File: src/rtl/calc_addsub_seq.sv
// Digit-serial two's-complement add/subtract unit with accumulator, CHUNK bits per cycle.
// Valid/ready on both sides; flags and accumulator update on entry to DONE.
module calc_addsub_seq #(
    parameter int WIDTH = 8,
    parameter int CHUNK = 4
) (
    input  logic             clk,
    input  logic             reset,
    input  logic             in_valid,
    output logic             in_ready,
    input  logic [1:0]       op,
    input  logic [WIDTH-1:0] a,
    input  logic [WIDTH-1:0] b,
    input  logic             acc_clr,
    input  logic             flag_clr,
    output logic             out_valid,
    input  logic             out_ready,
    output logic [WIDTH-1:0] result,
    output logic             carry_out,
    output logic             overflow,
    output logic             zero,
    output logic             negative,
    output logic             ovf_sticky,
    output logic [WIDTH-1:0] acc
);

    localparam int NSTEP = WIDTH / CHUNK;
    localparam int SW    = (NSTEP > 1) ? $clog2(NSTEP) : 1;

    typedef enum logic [1:0] {
        S_IDLE,
        S_RUN,
        S_DONE
    } state_t;

    state_t           r_state;
    state_t           w_state_next;

    logic [WIDTH-1:0] r_left;
    logic [WIDTH-1:0] r_right;
    logic [WIDTH-1:0] r_sum;
    logic [SW-1:0]    r_step;
    logic             r_carry;
    logic             r_acc_op;
    logic [WIDTH-1:0] r_result;
    logic             r_carry_out;
    logic             r_overflow;
    logic             r_zero;
    logic             r_negative;
    logic             r_sticky;
    logic [WIDTH-1:0] r_acc;

    logic [CHUNK:0]   w_c;
    logic [CHUNK-1:0] w_chunk_sum;
    logic [WIDTH-1:0] w_full_sum;
    logic [WIDTH-1:0] w_rhs;
    logic             w_last;
    logic             w_finish;
    logic             w_ovf;

    // Ripple chain over one chunk; operands shift right so the active chunk is always the low bits.
    assign w_c[0] = r_carry;
    for (genvar gi = 0; gi < CHUNK; gi++) begin : g_bit
        assign w_chunk_sum[gi] = r_left[gi] ^ r_right[gi] ^ w_c[gi];
        assign w_c[gi+1]       = (r_left[gi] & r_right[gi]) | (w_c[gi] & (r_left[gi] ^ r_right[gi]));
    end

    assign w_full_sum = (r_sum >> CHUNK) | (WIDTH'(w_chunk_sum) << (WIDTH - CHUNK));
    assign w_last     = (r_step == SW'(NSTEP - 1));
    assign w_finish   = (r_state == S_RUN) && w_last;
    // On the final step the chunk's top carries are the carries into and out of the MSB.
    assign w_ovf      = w_c[CHUNK] ^ w_c[CHUNK-1];
    assign w_rhs      = op[1] ? a : b;

    always_ff @(posedge clk) begin
        if (reset) begin
            r_state <= S_IDLE;
        end else begin
            r_state <= w_state_next;
        end
    end

    always_comb begin
        w_state_next = r_state;
        in_ready     = 1'b0;
        out_valid    = 1'b0;
        case (r_state)
            S_IDLE: begin
                in_ready = 1'b1;
                if (in_valid) begin
                    w_state_next = S_RUN;
                end
            end
            S_RUN: begin
                if (w_last) begin
                    w_state_next = S_DONE;
                end
            end
            S_DONE: begin
                out_valid = 1'b1;
                if (out_ready) begin
                    w_state_next = S_IDLE;
                end
            end
            default: w_state_next = S_IDLE;
        endcase
    end

    always_ff @(posedge clk) begin
        if (reset) begin
            r_left      <= '0;
            r_right     <= '0;
            r_sum       <= '0;
            r_step      <= '0;
            r_carry     <= 1'b0;
            r_acc_op    <= 1'b0;
            r_result    <= '0;
            r_carry_out <= 1'b0;
            r_overflow  <= 1'b0;
            r_zero      <= 1'b0;
            r_negative  <= 1'b0;
            r_sticky    <= 1'b0;
            r_acc       <= '0;
        end else begin
            if (r_state == S_IDLE && in_valid) begin
                r_left   <= op[1] ? r_acc : a;
                r_right  <= op[0] ? ~w_rhs : w_rhs;
                r_carry  <= op[0];
                r_acc_op <= op[1];
                r_step   <= '0;
                r_sum    <= '0;
            end
            if (r_state == S_RUN) begin
                r_left  <= r_left >> CHUNK;
                r_right <= r_right >> CHUNK;
                r_sum   <= w_full_sum;
                r_carry <= w_c[CHUNK];
                r_step  <= r_step + 1'b1;
            end
            if (w_finish) begin
                r_result    <= w_full_sum;
                r_carry_out <= w_c[CHUNK];
                r_overflow  <= w_ovf;
                r_zero      <= (w_full_sum == '0);
                r_negative  <= w_full_sum[WIDTH-1];
            end
            if (acc_clr) begin
                r_acc <= '0;
            end else if (w_finish && r_acc_op) begin
                r_acc <= w_full_sum;
            end
            if (w_finish && w_ovf) begin
                r_sticky <= 1'b1;
            end else if (flag_clr) begin
                r_sticky <= 1'b0;
            end
        end
    end

    assign result     = r_result;
    assign carry_out  = r_carry_out;
    assign overflow   = r_overflow;
    assign zero       = r_zero;
    assign negative   = r_negative;
    assign ovf_sticky = r_sticky;
    assign acc        = r_acc;

endmodule

File: config.mk
export PLATFORM = sky130hd
export DESIGN_NAME = calc_addsub_seq
export DESIGN_NICKNAME = d
export VERILOG_FILES = /design/src/rtl/calc_addsub_seq.sv
export SDC_FILE = /design/constraint.sdc
export NUM_CORES = 1
export LEC_CHECK = 0
export ABC_AREA = 0
export BUFFER_PORTS_ARGS = -buffer_cell sky130_fd_sc_hd__buf_2
export CAP_MARGIN = 10
export CORE_AREA = 8 8 74 76
export CTS_BUF_LIST = sky130_fd_sc_hd__clkbuf_8
export DETAILED_ROUTE_END_ITERATION = 16
export DIE_AREA = 0 0 82 84
export PLACE_DENSITY = 0.84
export SYNTH_ARGS = -nofsm -noshare
export SYNTH_HDL_FRONTEND = slang
export SYNTH_SLANG_ARGS = --single-unit
export TNS_END_PERCENT = 1
File: constraint.sdc
create_clock -name clk -period 2.08 [get_ports clk]
set_input_delay 0.104 -clock clk [delete_from_list [all_inputs] [get_ports clk]]
set_output_delay 0.104 -clock clk [all_outputs]
set_load 0.05 [all_outputs]
==> results of run 1 <==
per-layer routing:
metal	track usage, %	wire length, µm	vias to the layer above
met5	0	0	-
met4	5.59	47	0
met3	4.96	318	4
met2	21.0	2240	53
met1	18.7	2170	784
li1	-	-	850
power groups by stage:
stage                     combinational, mW  sequential [mW]  clock (mW)
final                                 0.325            0.935       0.542
after global routing                  0.361            0.940       0.586
after CTS                             0.313            0.933       0.549
after detailed placement              0.310            0.954           0
after global placement                0.306            0.952           0
after floorplan                       0.223            0.954           0
placed cells by master, fill, tap and decap left out, drive strengths merged:
cell      n
a22o      4
nor2b     2
nand3     5
buf      55
or2       1
nor4      1
nor4bb    1
fa        4
mux2i    18
a2bb2oi   1
nand2b    7
dfxtp    45
clkbuf    6
o21bai    5
a221oi    4
nand3b    1
a21oi    22
and3b     1
inv      10
a22oi     4
a211oi    9
or3b      1
and4b     1
mux2      4
xnor2     5
nor3b     1
nor3      2
xor2      4
nand2    25
nor2     16
flip-flops by register name (all words and copies together), names as in the netlist:
signal,count
overflow,1
r_left,8
r_step,1
acc,8
zero,1
r_right,8
r_carry,1
carry_out,1
result,8
r_state,2
ovf_sticky,1
r_sum,4
r_acc_op,1
layout make-up:
type                       count  area [µm²]  area share [%]
tap                           52        65.1            2.65
inverter                       9        33.8            1.38
clock buffer                   6        82.6            3.36
sequential                    45         903            36.8
timing repair buffer          55         298            12.1
clock inverter                 1        3.75           0.153
multi-input combinational    149        1070            43.5
final timing paths:
path,from,to,depth (start not counted)
worst max-delay path,r_left[0]$_SDFFE_PP0P_,r_sum[7]$_SDFFE_PP0P_,10
worst min-delay path,out_ready,r_state[1]$_SDFFE_PP0P_,3
worst max register to register,r_left[0]$_SDFFE_PP0P_,r_sum[7]$_SDFFE_PP0P_,10
worst min register to register,result[2]$_SDFFE_PP0P_,result[2]$_SDFFE_PP0P_,2
kinds of logic (layout without fill, tap and decap cells):
| family | count (synthesis) | count (layout) | synth area share [%] |
|---|---|---|---|
| simple gates | 65 | 65 | 16.0 |
| compound gates | 49 | 49 | 15.6 |
| flops | 45 | 45 | 43.3 |
| buf+inv | 26 | 71 | 6.67 |
| mux | 22 | 22 | 10.8 |
| xor+xnor | 9 | 9 | 3.79 |
| fa+ha+maj | 4 | 4 | 3.85 |
through the flow:
step,hold slack (ns),std cells
final,0.0630,317
after detailed placement,0.377,309
after floorplan,0.279,220
after global routing,0.0732,317
after CTS,0.0617,316
after global placement,0.378,309
critical path, cell delays in order (launching register included):
cell,delay (ns)
dfxtp_2,0.33
inv_2,0.06
fa_2,0.19
inv_2,0.04
fa_2,0.36
fa_2,0.38
inv_2,0.07
fa_2,0.43
buf_4,0.15
nand2b_1,0.14
a21oi_1,0.15
timing repair:
action                                 CTS  global route
setup endpoints to repair                7             8
pin swaps                                0             5
buffers inserted                         0             1
endpoints found under the hold margin    0             0
gates resized for setup                  0            13
==> impl_results.md, run 1 <==
- Core Region: 4260 µm²
- Largest net degree at the start of global routing: 34
- Clock latency on the worst-skew pair: 0.30 ns
- Final setup violation count: 6
- Status: finished, violations left
- Seq/Total Area, Yosys: 43.3%
- Drt total wl: 4770 µm
- Slew Limit Fails: 0
- Unique cell type count in the Yosys netlist: 34
- Critical Path Start Type: register
- Sequential share of power: 51.9%
- Int Pwr: 1.31 mW
- Failing checks: negative setup slack
- Core Util, Final: 57.6%
- Root buffer cell: clkbuf_8
- Hold Crit Class: in2reg
- Setup Crit Path Kind: reg2reg
- Number of vias per cell: 5.33
- Netlist Area Pre-Place: 2080 µm²
- Area fraction of the dominant cell type after synthesis: 43.3%
- Starting Density: 48.8%
- Lkg Pwr: 1.01 nW
- Worst Setup End Kind: register
- DR pass1 iterations: 4
- Antenna diodes: 0
- Post-route ant nets: 0
- Power, Total: 1.80 mW
- Global route overflow: 0
- Max Freq: 425 MHz
- Skew final: 0.00448 ns
- Clock sinks: 45
- Clk pwr share: 30.1%
- Number of fill cells: 374
- # rows: 24
- Post-detail-place hpwl: 3450 µm
- Vias: 1,691
- Fin crit period: 2.35 ns
- Switching Share: 27.4%
- Place WS: -0.225 ns
- Synth async-reset ratio: 0%
- Post-synth top cells: dfxtp_1, nand2_1, a21oi_1
- Cts bufs inserted: 5
- Clk pin slew, worst setup/hold paths: 0.08 ns
- Unrepaired setup endpoints after global routing: yes
- Top FF cell, synth: dfxtp_1
- Worst Tran Pin Value: 0.600 ns
- Final hold vios: 0
- Post-synth EDFFs: 0
- H-tree depth: 2
- CTS tree: built
- Ports: 47
- Hold bufs inserted after CTS: 0
- Switching pwr: 495 µW
- Max cap viols: 0
- Dpl cell area: 2330 µm²
- Die H: 84 µm
- P&R area growth vs syn: 18.0%
- YS warnings: 0
- GRT Resource Usage Total: 14.4%
- Initial antenna violation count: 0
- Die W: 82 µm
- DRT iter0 DRCs: 109
- Synth Net Count: 248
- Comb power frac: 18.0%
- Nets: 293
- Largest fanout on the critical path: 3
- First-pass GRT wire length: 7780 µm
- Synthesized area per cell: 9.46 µm²
- Final TNS setup: -0.898 ns
- Power Density: 734 nW/µm²
- Detailed-route DRC error count: 0
- Die ar.: 6890 µm²
- Count leader, synth: dfxtp_1
- Post-synthesis cell count: 220
- Worst vdd ir: 335 µV
- Vias in the first global route: 1,639
- Final Cell Area: 2450 µm²
- Clk buf depth: 2
- DR WL/cell: 15.0 µm
- Final period util: 113%
- Largest cells by area after synthesis: dfxtp_1, mux2i_1, a21oi_1, nand2_1, fa_1
- Setup ws final: -0.275 ns
- Synth area leader: dfxtp_1
- Max-slew headroom: 60.0%
- R2R setup slack: -0.27 ns
- Layout cells sized above 1: 30.9%
- Worst endpoint data arrival time: 2.58 ns
- Number of I/O port buffers: 46
- Critical Path RT: 2.31 ns
- Placer Congestion: 0.816
- Register bit total from synthesis: 45
No activity file was read; power rests on OpenSTA's default activity.
==> run 2, diff against run 1 <==
RECOVER_POWER = 100   (was unset)
==> run 2 against run 1 <==
The run still ends with negative setup slack left; sequential share of layout area increased by 0.77 points; fmax is 0.12% lower; hold slack is essentially flat; critical path type unchanged; critical endpoint unchanged.
==> impl_results.md, run 2 (same netlist as run 1, synthesis figures left out) <==
- Status: finished, violations left
- Failing checks: negative setup slack
- Largest net degree at the start of global routing: 34
- Final hold vios: 0
- CTS tree: built
- DR pass1 iterations: 4
- First-pass GRT wire length: 7780 µm
- Critical Path Start Type: register
- Setup Crit Path Kind: reg2reg
- Worst vdd ir: 335 µV
- Initial antenna violation count: 0
- Post-detail-place hpwl: 3450 µm
- Cts bufs inserted: 5
- Layout cells sized above 1: 21.1%
- Most common cell after layout, fill and taps aside: dfxtp_1
- Die ar.: 6890 µm²
- Detailed-route DRC error count: 0
- Power Density: 746 nW/µm²
- Clock sinks: 45
- Dpl cell area: 2330 µm²
- Number of I/O port buffers: 46
- # rows: 24
- Antenna diodes: 0
- Fin crit period: 2.36 ns
- Post-route ant nets: 0
- DR WL/cell: 15.2 µm
- Final period util: 113%
- Post-Route M1 WL: 2190 µm
- Slew Limit Fails: 0
- Nets: 293
- Clk buf depth: 2
- Lkg Pwr: 0.899 nW
- Core Region: 4260 µm²
- Worst Tran Pin Value: 0.868 ns
- Power, Total: 1.79 mW
- Worst Setup End Kind: register
- Starting Density: 48.8%
- DR top layer: met4
- Final TNS setup: -0.913 ns
- Hold bufs inserted after CTS: 0
- Die W: 82 µm
- Setup ws final: -0.278 ns
- Number of fill cells: 382
- Hold Crit Class: in2reg
- Max Freq: 424 MHz
- GRT Resource Usage Total: 14.4%
- Vias in the first global route: 1,639
- Vias: 1,700
- Drt total wl: 4820 µm
- Most frequent cells in the layout: dfxtp_1, nand2_1, clkbuf_1
- Max-slew headroom: 42.0%
- Routed wl met3: 379 µm
- Unrepaired setup endpoints after global routing: yes
- Final Cell Area: 2400 µm²
- Worst endpoint data arrival time: 2.59 ns
- P&R area growth vs syn: 15.6%
- Die H: 84 µm
- Ports: 47
- Critical Path RT: 2.31 ns
- Root buffer cell: clkbuf_8
- Global route overflow: 0
- Final setup violation count: 6
- Skew final: 0.00512 ns
- Max cap viols: 0
- R2R depth: 10
- DRT iter0 DRCs: 94
- Clk pin slew, worst setup/hold paths: 0.08 ns
- Placer Congestion: 0.816
- Clock latency on the worst-skew pair: 0.30 ns
- Number of vias per cell: 5.36
- Met2 Wirelength: 2210 µm
- Worst Hold Depth: 3
- H-tree depth: 2
- Largest fanout on the critical path: 3
==> run 2: power breakdown <==
| part | total, mW | internal (mW) | switching (mW) | leakage, nW |
|---|---|---|---|---|
| clock | 0.545 | 0.259 | 0.286 | 0.0485 |
| combinational | 0.314 | 0.135 | 0.180 | 0.484 |
| sequential | 0.934 | 0.902 | 0.0314 | 0.367 |
==> run 2: per-stage QoR <==
stage	hold WS, ns	utilization [%]	setup WS (ns)	instances
after CTS	0.0617	56.7	-0.235	316
after floorplan	0.279	-	-0.138	220
after global routing	0.0732	56.4	-0.340	317
after detailed placement	0.377	54.7	-0.225	309
final	0.0634	56.4	-0.278	317
after global placement	0.378	54.7	-0.174	309
==> run 2: worst max-delay path, cell delays in order, from the launching register on <==
cell and delay (ns):
dfxtp_2 0.33, inv_2 0.06, fa_2 0.19, inv_2 0.04, fa_2 0.36, fa_2 0.38
inv_2 0.07, fa_2 0.43, buf_4 0.15, nand2b_1 0.14, a21oi_1 0.15
==> run 2: timing repair <==
action / 4_1_cts / 5_1_grt
buffers inserted: 0 / 1
pin swaps: 0 / 5
gates resized for setup: 0 / 13
cloned: 0 / 0
endpoints found under the setup margin: 7 / 8
==> run 2: final timing paths <==
check,startpoint,to,slack [ns]
worst min register to register,result[2]$_SDFFE_PP0P_,result[2]$_SDFFE_PP0P_,0.46
worst min-delay path,out_ready,r_state[1]$_SDFFE_PP0P_,0.06
worst max register to register,r_left[0]$_SDFFE_PP0P_,r_sum[7]$_SDFFE_PP0P_,-0.28
worst max-delay path,r_left[0]$_SDFFE_PP0P_,r_sum[7]$_SDFFE_PP0P_,-0.28
==> run 2: cell type report <==
cell class / instances / area [µm²] / area share [%]
clock buffers: 6 / 82.6 / 3.43
clock inverters: 1 / 3.75 / 0.156
inverters: 9 / 33.8 / 1.40
multi-input cells: 149 / 1060 / 44.0
flip-flops and latches: 45 / 903 / 37.6
well taps: 52 / 65.1 / 2.71
repair buffers: 55 / 259 / 10.8
==> run 2: routing by layer <==
| metal | vias to the layer above | track usage, % |
|---|---|---|
| li1 | 850 | - |
| met1 | 785 | 18.7 |
| met2 | 61 | 21.0 |
| met3 | 4 | 4.96 |
| met4 | 0 | 5.59 |
| met5 | - | 0 |
==> run 3, diff against run 2 <==
CORE_AREA = 8 8 55 103   (was 8 8 74 76)
DIE_AREA = 0 0 63 111   (was 0 0 82 84)
PLACE_DENSITY = 0.83   (was 0.84)
==> run 3 against run 2 <==
Cell count grew 1.6%; the flow still finishes with violations (negative setup slack); core utilization grew 0.45 points; highest routed layer unchanged; combinational power grew 5%; fmax grew 1.0%.
==> impl_results.md, run 3 (same netlist as run 1, synthesis figures left out) <==
- Status: finished, violations left
- Failing checks: negative setup slack
- Number of fill cells: 409
- Core Region: 4300 µm²
- P&R area growth vs syn: 17.4%
- Vias: 1,726
- Placer Congestion: 0.836
- Post-detail-place hpwl: 3970 µm
- Power Density: 744 nW/µm²
- Largest net degree at the start of global routing: 34
- Worst Tran Pin Value: 0.638 ns
- GRT Resource Usage Total: 14.5%
- Hold bufs inserted after CTS: 0
- Number of I/O port buffers: 46
- Vias in the first global route: 1,742
- Hold Crit Class: in2reg
- Clk buf depth: 2
- Max Freq: 429 MHz
- Unrepaired setup endpoints after global routing: yes
- # rows: 34
- Nets: 295
- Crit path max-delay cell type: fa_1
- Max-slew headroom: 57.5%
- DRT iter0 DRCs: 51
- Die H: 111 µm
- Crit path cell chain: inv_2 > fa_2 > inv_2 > fa_2 > fa_2 > inv_2 > fa_1 > buf_4 > nand2b_1 > a21oi_2
- Setup ws final: -0.253 ns
- Most frequent cells in the layout: dfxtp_1, nand2_1, clkbuf_1
- Layout cells sized above 1: 22.4%
- Root buffer cell: clkbuf_8
- Clk pin slew, worst setup/hold paths: 0.09 ns
- Fin crit period: 2.33 ns
- Initial antenna violation count: 0
- Dpl cell area: 2340 µm²
- Most common cell after layout, fill and taps aside: dfxtp_1
- First-pass GRT wire length: 8250 µm
- Post-route ant nets: 0
- Number of vias per cell: 5.36
- Drt total wl: 5090 µm
- Antenna diodes: 0
- CP delay by family, top: adder cells
- Die ar.: 6990 µm²
- Die W: 63 µm
- Starting Density: 48.4%
- Skew final: 0.0104 ns
- CTS tree: built
- Clock sinks: 45
- DR pass1 iterations: 4
- Worst path bufs/invs: 4
- Slew Limit Fails: 0
- Final setup violation count: 7
- Final hold vios: 0
- Final Cell Area: 2440 µm²
- Worst Setup End Kind: register
- Final period util: 112%
- Worst endpoint data arrival time: 2.57 ns
- Crit path largest cell delay: 0.42 ns
- Worst vdd ir: 556 µV
- Cts bufs inserted: 5
- Setup Crit Path Kind: reg2reg
- DR WL/cell: 15.8 µm
- Max cap viols: 0
- Lkg Pwr: 0.913 nW
- Largest fanout on the critical path: 3
- Clock latency on the worst-skew pair: 0.30 ns
- Critical Path RT: 2.31 ns
- Detailed-route DRC error count: 0
- Ports: 47
- Core Util, Final: 56.8%
- Critical Path Start Type: register
- H-tree depth: 2
- Global route overflow: 0
-- run 3: worst reg2reg max path, delay by kind of cell (launching register included) --
kind                     cells  cell delay [ns]
adder cells (fa/ha/maj)      4             1.36
flip-flops                   1             0.33
buffers and inverters        4             0.32
AND/OR/NAND/NOR              1             0.14
AO/OA/AOI/OAI                1             0.10
-- run 3: cell type report --
| type | instances | area (µm²) | share of cell area [%] |
|---|---|---|---|
| inverters | 9 | 33.8 | 1.38 |
| multi-input cells | 149 | 1070 | 43.7 |
| well taps | 54 | 67.6 | 2.77 |
| repair buffers | 57 | 280 | 11.5 |
| clock buffers | 5 | 68.8 | 2.82 |
| clock inverters | 3 | 21.3 | 0.871 |
| flip-flops and latches | 45 | 902 | 36.9 |
-- run 3: repair_timing --
action,CTS,global route
pin swaps,3,1
buffers inserted,1,1
endpoints found under the setup margin,8,8
resized for setup,10,1
-- run 3: worst paths after layout --
check | startpoint | end | slack (ns) | depth (start not counted)
setup reg to reg | r_left[0]$_SDFFE_PP0P_ | r_sum[7]$_SDFFE_PP0P_ | -0.25 | 10
hold / removal | out_ready | r_state[1]$_SDFFE_PP0P_ | 0.06 | 3
setup / recovery | r_left[0]$_SDFFE_PP0P_ | r_sum[7]$_SDFFE_PP0P_ | -0.25 | 10
hold reg to reg | result[1]$_SDFFE_PP0P_ | result[1]$_SDFFE_PP0P_ | 0.46 | 2
-- run 3: layer usage --
layer / share of wire, % / wire [µm] / global-route usage (%) / up-vias
li1: - / - / - / 850
met4: 1.8 / 93 / 6.75 / 0
met2: 57 / 2890 / 27.7 / 45
met1: 38 / 1940 / 14.3 / 825
met5: 0 / 0 / 0 / -
met3: 3.4 / 173 / 2.53 / 6
-- run 3: per-stage QoR --
stage | setup WS (ns) | total power, mW | TNS [ns] | std cells | hold WS, ns
floorplan | -0.138 | 1.18 | -0.163 | 220 | 0.279
global placement | -0.163 | 1.27 | -0.589 | 312 | 0.383
detailed placement | -0.315 | 1.28 | -1.42 | 312 | 0.378
CTS | -0.279 | 1.83 | -1.22 | 321 | 0.0595
global route | -0.358 | 1.89 | -1.86 | 322 | 0.0771
finish | -0.253 | 1.82 | -1.15 | 322 | 0.0560
-- run 3: power breakdown --
group          internal, mW  switching, mW  leakage (nW)
registers             0.902         0.0380         0.366
logic                 0.144          0.187         0.502
clock network         0.238          0.307        0.0445
total                  1.29          0.531         0.913
